--- src/rtl/load_store_unit.sv ---
// MIPS memory-access stage: byte/halfword loads with extension, sub-word stores via
// read-modify-write on a word-only memory port. Misaligned/out-of-range requests error out.
module load_store_unit #(
    parameter int unsigned MEM_WORDS = 32
) (
    input  logic        clk,
    input  logic        rst,
    input  logic        req_valid,
    output logic        req_ready,
    input  logic [2:0]  req_op,
    input  logic [31:0] req_addr,
    input  logic [31:0] req_wdata,
    output logic        resp_done,
    output logic        resp_error,
    output logic [31:0] resp_rdata,
    output logic [31:0] mem_address,
    output logic        mem_write_enable,
    output logic [31:0] mem_data_in,
    input  logic [31:0] mem_data_out
);

    localparam logic [2:0] OpLb  = 3'd0;
    localparam logic [2:0] OpLh  = 3'd1;
    localparam logic [2:0] OpLw  = 3'd2;
    localparam logic [2:0] OpLbu = 3'd3;
    localparam logic [2:0] OpLhu = 3'd4;
    localparam logic [2:0] OpSb  = 3'd5;
    localparam logic [2:0] OpSh  = 3'd6;
    localparam logic [2:0] OpSw  = 3'd7;

    typedef enum logic [2:0] {
        StIdle, StLdRd, StLdExt, StStWr, StRmwRd, StRmwMrg, StDone
    } state_e;

    state_e      state_q, state_d;
    logic [2:0]  op_q, op_d;
    logic [31:0] addr_q, addr_d;
    logic [31:0] wdata_q, wdata_d;
    logic        err_q, err_d;
    logic [31:0] merge_q, merge_d;
    logic [31:0] rdata_q, rdata_d;
    logic        done_q, done_d;
    logic        resp_err_q, resp_err_d;
    logic [31:0] mem_addr_q, mem_addr_d;
    logic        mem_we_q, mem_we_d;
    logic [31:0] mem_din_q, mem_din_d;

    logic        misalign, out_of_range;
    logic [7:0]  lane_byte;
    logic [15:0] lane_half;
    logic [31:0] load_ext, merged;

    always_comb begin
        misalign = ((req_op == OpLh || req_op == OpLhu || req_op == OpSh) && req_addr[0]) ||
                   ((req_op == OpLw || req_op == OpSw) && (req_addr[1:0] != 2'b00));
        out_of_range = ({2'b00, req_addr[31:2]} >= MEM_WORDS);
    end

    // Big-endian lanes: byte offset 0 is the most significant byte.
    always_comb begin
        case (addr_q[1:0])
            2'd0:    lane_byte = mem_data_out[31:24];
            2'd1:    lane_byte = mem_data_out[23:16];
            2'd2:    lane_byte = mem_data_out[15:8];
            default: lane_byte = mem_data_out[7:0];
        endcase
        lane_half = addr_q[1] ? mem_data_out[15:0] : mem_data_out[31:16];
        case (op_q)
            OpLb:    load_ext = {{24{lane_byte[7]}}, lane_byte};
            OpLh:    load_ext = {{16{lane_half[15]}}, lane_half};
            OpLbu:   load_ext = {24'b0, lane_byte};
            OpLhu:   load_ext = {16'b0, lane_half};
            default: load_ext = mem_data_out;
        endcase
    end

    always_comb begin
        merged = mem_data_out;
        if (op_q == OpSb) begin
            case (addr_q[1:0])
                2'd0:    merged[31:24] = wdata_q[7:0];
                2'd1:    merged[23:16] = wdata_q[7:0];
                2'd2:    merged[15:8]  = wdata_q[7:0];
                default: merged[7:0]   = wdata_q[7:0];
            endcase
        end else if (addr_q[1]) begin
            merged[15:0] = wdata_q[15:0];
        end else begin
            merged[31:16] = wdata_q[15:0];
        end
    end

    always_comb begin
        state_d = state_q;
        op_d    = op_q;
        addr_d  = addr_q;
        wdata_d = wdata_q;
        err_d   = err_q;
        merge_d = merge_q;
        rdata_d = rdata_q;
        case (state_q)
            StIdle: begin
                if (req_valid) begin
                    op_d    = req_op;
                    addr_d  = req_addr;
                    wdata_d = req_wdata;
                    err_d   = misalign || out_of_range;
                    if (misalign || out_of_range) state_d = StDone;
                    else if (req_op <= OpLhu)     state_d = StLdRd;
                    else if (req_op == OpSw)      state_d = StStWr;
                    else                          state_d = StRmwRd;
                end
            end
            StLdRd:   state_d = StLdExt;
            StLdExt: begin
                rdata_d = load_ext;
                state_d = StDone;
            end
            StStWr:   state_d = StDone;
            StRmwRd:  state_d = StRmwMrg;
            StRmwMrg: begin
                merge_d = merged;
                state_d = StStWr;
            end
            StDone:   state_d = StIdle;
            default:  state_d = StIdle;
        endcase

        // Memory-side outputs are registered so they line up with the state they belong to.
        mem_we_d   = (state_d == StStWr);
        mem_addr_d = (state_d == StLdRd || state_d == StRmwRd || state_d == StStWr) ?
                     {2'b00, addr_d[31:2]} : mem_addr_q;
        mem_din_d  = (state_d == StStWr) ? ((op_d == OpSw) ? wdata_d : merge_d) : mem_din_q;
        done_d     = (state_q == StDone);
        resp_err_d = (state_q == StDone) && err_q;
    end

    always_ff @(posedge clk or posedge rst) begin
        if (rst) begin
            state_q    <= StIdle;
            op_q       <= 3'd0;
            addr_q     <= 32'd0;
            wdata_q    <= 32'd0;
            err_q      <= 1'b0;
            merge_q    <= 32'd0;
            rdata_q    <= 32'd0;
            done_q     <= 1'b0;
            resp_err_q <= 1'b0;
            mem_addr_q <= 32'd0;
            mem_we_q   <= 1'b0;
            mem_din_q  <= 32'd0;
        end else begin
            state_q    <= state_d;
            op_q       <= op_d;
            addr_q     <= addr_d;
            wdata_q    <= wdata_d;
            err_q      <= err_d;
            merge_q    <= merge_d;
            rdata_q    <= rdata_d;
            done_q     <= done_d;
            resp_err_q <= resp_err_d;
            mem_addr_q <= mem_addr_d;
            mem_we_q   <= mem_we_d;
            mem_din_q  <= mem_din_d;
        end
    end

    assign req_ready        = (state_q == StIdle);
    assign resp_done        = done_q;
    assign resp_error       = resp_err_q;
    assign resp_rdata       = rdata_q;
    assign mem_address      = mem_addr_q;
    assign mem_write_enable = mem_we_q;
    assign mem_data_in      = mem_din_q;

endmodule

--- config.mk ---
export PLATFORM = sky130hd
export DESIGN_NAME = load_store_unit
export DESIGN_NICKNAME = d
export VERILOG_FILES = /design/src/rtl/load_store_unit.sv
export SDC_FILE = /design/constraint.sdc
export NUM_CORES = 1
export LEC_CHECK = 0
export CORE_MARGIN = 4
export CORE_UTILIZATION = 35
export CTS_CLUSTER_SIZE = 12
export DETAILED_ROUTE_END_ITERATION = 6
export MAX_ROUTING_LAYER = met4
export REMOVE_ABC_BUFFERS = 1
export SLEW_MARGIN = 20
export SYNTH_ARGS = -nofsm -noshare
export SYNTH_HDL_FRONTEND = slang
export SYNTH_SLANG_ARGS = --single-unit
--- constraint.sdc ---
create_clock -name clk -period 23.3 [get_ports clk]
set_input_delay 6.99 -clock clk [delete_from_list [all_inputs] [get_ports clk]]
set_output_delay 6.99 -clock clk [all_outputs]
set_load 0.005 [all_outputs]
==> flow_metrics.py, run 1 <==
metrics = {
    "yosys": {
        "synth_edf_count": 0,
        "syn-cell-area_um2": 9041,
        "yosys_warnings": 0,
        "ys_ff_latch": 200,
        "synth_top_family_by_area": "multiplexers",
        "synthSimpleGateAreaFrac_pct": 10.13,
        "ys.flop_type": "dfrtp_1",
        "synthMuxAreaShare_pct": 18.12,
        "yosys.area_share.adder_pct": 0,
        "seq_area_frac_synth_pct": 55.36,
        "synth_compound_area_share_pct": 13.15,
        "syn_inst": 763,
        "avgSynthCellArea_um2": 11.85,
        "synth_xor_area_share_pct": 0.09687,
        "yosys.cell_types.count": 57,
        "async_flop_share_pct": 100.0,
    },
    "floorplanning": {
        "initial_utilization_pct": 35.70,
        "coreArea_um2": 25330,
        "die_y_um": 168.7,
        "row_count": 58,
        "die_area_um2": 28470,
        "die_x_um": 168.7,
        "ios": 202,
    },
    "final_layout": {
        "layout-drive-gt1-share_pct": 17.65,
        "final_common_cell": "dfrtp_1",
        "multi_input_area_um2": 3785,
        "fin_nets": 1041,
        "area_growth_pct": 31.64,
        "layout_common_cells": "dfrtp_1, clkdlybuf4s50_1, mux2_2",
        "final-seq-area_um2": 5005,
        "fillers": 2335,
    },
    "clock_network": {
        "cts_buffers": 17,
        "cts_sinks": 200,
        "cts_tree": "built",
        "clk_pin_slew_ps": 80,
        "insertion_delay_ps": 440,
        "htreeDepth": 4,
        "cts_buffer_depth": 2,
        "post_cts_buffers": 0,
        "holdBufCountCts": 0,
        "cts_root_buffer": "clkbuf_16",
        "postCtsResizedCells": 0,
    },
    "routing": {
        "routed_via_density": 5.275,
        "postRouteAntennaNets": 0,
        "routedWlPerCell_um": 20.41,
        "route.detailed.drc": 0,
        "first_pass_iters": 7,
        "vias": 6773,
        "routed_wl_um": 26200,
        "dr.first_iter.drc_count": 401,
    },
    "critical_path": {
        "required_ps": 23610,
        "cp_slowest_cell": "nor2_4",
        "start_kind": "input port",
        "critPathKind": "in -> reg",
        "max_stage_delay_ps": 810,
        "cp-end-kind": "register",
        "crit_chain": "clkdlybuf4s50_1 -> nor4b_4 -> buf_4 -> mux2_2 -> nor2_4 -> mux2_2 -> mux2_1",
        "cp_num_buf_inv": 2,
        "cp_max_fo": 52,
        "r2r_setup_slack_ps": 19690,
        "critPathTopFamily": "multiplexers",
        "path_common_cell": "mux2_2",
        "arrival_ps": 10420,
    },
    "hold_path": {
        "worstHoldPathType": "reg -> reg",
    },
    "sta": {
        "max_clock_freq_ghz": 0.09888,
        "finalClockSkew_ps": 15.14,
        "timing.final.crit_share_pct": 43.40,
        "grt_setup_unrepaired": "false",
        "hold_slack_ps": 486.2,
        "tns_ps": 0,
        "slew_headroom_pct": 29.99,
        "hold_viol_final": 0,
        "post-route-min-period_ps": 10110,
        "setup_viol": 0,
        "tightest_slew_ps": 1048,
        "slew_viol_final": 0,
    },
    "grt": {
        "grt_max_degree": 124,
        "antenna_found_initial": 2,
        "gr-total-overflow": 0,
        "grt_pass1_wl_um": 41620,
        "grt_pass1_vias": 7162,
        "gr-usage-all-layers_pct": 19.08,
    },
    "power": {
        "p_leak_uw": 0.004753,
        "peakVddDrop_mv": 0.05385,
        "power_density_nw_per_um2": 138.7,
    },
    "placed_design": {
        "dp.final_hpwl_um": 17910,
        "placement.io_buffers": 199,
        "gp_congestion": 0.7799,
    },
    "run": {
        "drv_cap": 0,
    },
    "run_status": {
        "run_status": "complete, no violations",
    },
}
## where the power goes
| part | internal (uW) | switching (uW) |
|---|---|---|
| Sequential | 521 | 97.6 |
| Combinational | 395 | 345 |
| Clock | 153 | 140 |
## tightest hold or removal path, stage by stage, from the launching register on
cell and delay (ps):
dfrtp_1 350, nand2_1 50, o21ai_0 60
## flip-flops by register name (all words and copies together), names as in the netlist
signal,cells
merge_q,32
resp_rdata,32
addr_q,32
mem_write_enable,1
op_q,3
resp_done,1
resp_error,1
state_q,3
mem_address,30
mem_data_in,32
wdata_q,32
err_q,1
## Yosys cell counts (all sizes together) (2+ instances only)
cell type	n	area (um2)
or2	9	56.31
nor2	64	240.2
nand4	9	56.30
clkbuf	31	116.4
nand4bb	2	22.52
a211oi	41	307.8
inv	5	18.77
o21ai	21	105.1
o211ai	8	60.06
a2111oi	2	37.54
mux2	128	1441
a2bb2oi	7	61.31
and2	2	12.52
and3b	2	17.52
a22o	23	201.4
a21oi	29	145.1
dfrtp	200	5005
o31ai	8	60.06
buf	24	142.6
a31oi	4	25.02
nand2b	5	31.28
nor4	5	31.28
and3	9	56.30
o22ai	15	93.84
or3b	8	70.07
mux2i	17	173.9
nand3b	2	15.01
nand2	48	180.2
nor3	3	15.01
nand3	14	70.07
## final timing paths
path,startpoint,to,depth (start not counted)
max,req_valid,mem_data_in[14]$_DFFE_PP0N_,7
min,resp_rdata[2]$_DFFE_PP0P_,resp_rdata[2]$_DFFE_PP0P_,2
max reg2reg,state_q[1]$_DFF_PP0_,mem_data_in[14]$_DFFE_PP0N_,6
min reg2reg,resp_rdata[2]$_DFFE_PP0P_,resp_rdata[2]$_DFFE_PP0P_,2
max in group asynchronous,rst,wdata_q[3]$_DFF_PP0_,3
min in group asynchronous,rst,mem_address[10]$_DFFE_PP0P_,2
## metal layers
metal | up-vias | routed length, um | GRT usage [%]
met5 | - | 0 | -
met2 | 228 | 11920 | 28.61
met4 | 0 | 446 | 4.940
met1 | 3361 | 11660 | 25.12
met3 | 29 | 2177 | 6.305
li1 | 3155 | - | -
## cell families (layout without fill, tap and decap cells)
family | count (synthesis) | count (layout)
flops | 200 | 200
simple gates | 186 | 186
compound gates | 168 | 168
mux | 146 | 146
buf+inv | 61 | 249
other cells | 1 | 4
xor+xnor | 1 | 1
## per-stage QoR
stage	utilization [%]	worst slack (ps)	cells	total power, uW	area (um2)
after floorplan	-	9345	709	1023	8786
after global placement	44.67	12780	1250	1358	11310
after detailed placement	44.67	12730	1250	1370	11310
after CTS	46.96	13150	1282	1670	11890
after global routing	46.99	13040	1284	1772	11900
final	46.99	13190	1284	1651	11900
## final cells by class
class / count / area share, %
inverter: 6 / 0.2523
sequential: 200 / 42.05
clock buffer: 18 / 3.690
tap: 330 / 3.469
antenna: 2 / 0.04205
multi-input combinational: 503 / 31.80
clock inverter: 14 / 1.167
timing repair buffer: 211 / 17.53
Power figures use the tool's default switching activity.
==> run 2, diff against run 1 <==
==> constraint.sdc (replaced) <==
create_clock -name clk -period 10.2 [get_ports clk]
set_input_delay 3.06 -clock clk [delete_from_list [all_inputs] [get_ports clk]]
set_output_delay 3.06 -clock clk [all_outputs]
set_load 0.005 [all_outputs]
==> run 2 against run 1 <==
Wire length fell by 0.45%. Critical path depth unchanged. Final cell count stayed put. Clock skew grew 1.1 ps. Combinational power up 130%. First-iteration DRC count is 5.0% lower. Clock power grew 140%. Die area stayed put. Sequential power up 130%. Flip-flop and latch count did not move.
==> flow_metrics.py, run 2 (synthesis results as in run 1) <==
metrics = {
    "routing": {
        "routed_via_density": 5.288,
        "dr.first_iter.drc_count": 381,
        "routed_wl_um": 26090,
        "first_pass_iters": 6,
        "vias": 6790,
        "route.detailed.drc": 0,
        "routedWlPerCell_um": 20.32,
        "postRouteAntennaNets": 0,
    },
    "floorplanning": {
        "coreArea_um2": 25330,
        "ios": 202,
        "initial_utilization_pct": 35.70,
        "row_count": 58,
        "die_y_um": 168.7,
        "die_x_um": 168.7,
        "die_area_um2": 28470,
    },
    "run_status": {
        "run_status": "complete, no violations",
    },
    "grt": {
        "grt_max_degree": 124,
        "grt_pass1_vias": 7169,
        "grt_pass1_wl_um": 41320,
        "gr-total-overflow": 0,
        "antenna_found_initial": 2,
        "gr-usage-all-layers_pct": 18.91,
    },
    "placed_design": {
        "placement.io_buffers": 199,
        "gp_congestion": 0.7794,
        "dp.final_hpwl_um": 17920,
    },
    "sta": {
        "slew_viol_final": 0,
        "timing.final.crit_share_pct": 60.66,
        "grt_setup_unrepaired": "false",
        "hold_slack_ps": 484.9,
        "tns_ps": 0,
        "post-route-min-period_ps": 6188,
        "finalClockSkew_ps": 16.21,
        "hold_viol_final": 0,
        "max_clock_freq_ghz": 0.1616,
        "slew_headroom_pct": 31.16,
        "setup_viol": 0,
        "tightest_slew_ps": 1030,
    },
    "power": {
        "peakVddDrop_mv": 0.1418,
        "power_density_nw_per_um2": 318.3,
        "p_leak_uw": 0.004760,
    },
    "critical_path": {
        "arrival_ps": 6500,
        "cp_max_fo": 52,
        "cp-end-kind": "register",
        "start_kind": "input port",
        "critPathKind": "in -> reg",
        "required_ps": 10510,
    },
    "clock_network": {
        "htreeDepth": 4,
        "cts_tree": "built",
        "cts_buffers": 17,
        "cts_sinks": 200,
        "postCtsResizedCells": 0,
        "insertion_delay_ps": 440,
        "clk_pin_slew_ps": 70,
        "cts_root_buffer": "clkbuf_16",
        "cts_buffer_depth": 2,
        "post_cts_buffers": 0,
        "holdBufCountCts": 0,
    },
    "final_layout": {
        "layout_common_cells": "dfrtp_1, clkdlybuf4s50_1, mux2_2",
        "multi_input_area_um2": 3785,
        "area_growth_pct": 31.77,
        "final-seq-area_um2": 5005,
        "fillers": 2314,
        "layout-drive-gt1-share_pct": 17.65,
        "final_common_cell": "dfrtp_1",
        "fin_nets": 1041,
    },
    "hold_path": {
        "worstHoldPathType": "reg -> reg",
    },
    "run": {
        "drv_cap": 0,
    },
}
[run 2: cell count changes in the layout (fill, tap and decap cells not counted)]
cell and change:
clkbuf_8 -1, bufinv_16 +1, inv_6 +2, clkinv_4 -3
clkinv_2 +1
[run 2: worst max-delay path, cell delays in order]
cell	delay (ps)
clkdlybuf4s50_1	520
nor4b_4	230
buf_4	600
mux2_2	500
nor2_4	800
mux2_2	420
mux2_1	290
[run 2: final cells by class]
type,instances,share of cell area [%]
antenna,2,0.04201
clock buffer,17,3.571
timing repair buffer,211,17.51
inverter,6,0.2520
tap,330,3.466
multi-input combinational,503,31.77
clock inverter,15,1.386
sequential,200,42.01
[run 2: worst paths after layout]
check                                startpoint                           to  slack, ps  cells after the start
min in group asynchronous                   rst         addr_q[12]$_DFF_PP0_       3200                      2
max in group asynchronous                   rst            op_q[2]$_DFF_PP0_       5720                      3
min reg2reg                   err_q$_DFFE_PP0P_         resp_error$_DFF_PP0_        480                      1
max reg2reg                state_q[1]$_DFF_PP0_  mem_data_in[14]$_DFFE_PP0N_       6580                      6
max                                   req_valid  mem_data_in[14]$_DFFE_PP0N_       4010                      7
min                           err_q$_DFFE_PP0P_         resp_error$_DFF_PP0_        480                      1
[run 2: routing by layer]
layer | global-route usage, % | wire [um] | vias to the layer above
li1 | - | - | 3144
met1 | 25.48 | 11830 | 3387
met2 | 28.28 | 11780 | 232
met3 | 5.885 | 2098 | 27
met4 | 4.199 | 374 | 0
met5 | - | 0 | -
[run 2: report_power, final]
| part | total [uW] | switching [uW] | internal [uW] |
|---|---|---|---|
| sequential | 1410 | 219 | 1190 |
| clock | 688 | 321 | 367 |
| combinational | 1700 | 793 | 902 |
[run 2: metrics by stage]
| stage | power [uW] | worst slack (ps) | cells | area, um2 | utilization (%) |
|---|---|---|---|---|---|
| after floorplan | 2337 | 174.9 | 709 | 8786 | - |
| after global placement | 3102 | 3618 | 1250 | 11310 | 44.67 |
| after detailed placement | 3129 | 3550 | 1250 | 11310 | 44.67 |
| after CTS | 3835 | 3983 | 1282 | 11910 | 47.01 |
| after global routing | 4065 | 3833 | 1284 | 11910 | 47.04 |
| final | 3793 | 4012 | 1284 | 11910 | 47.04 |
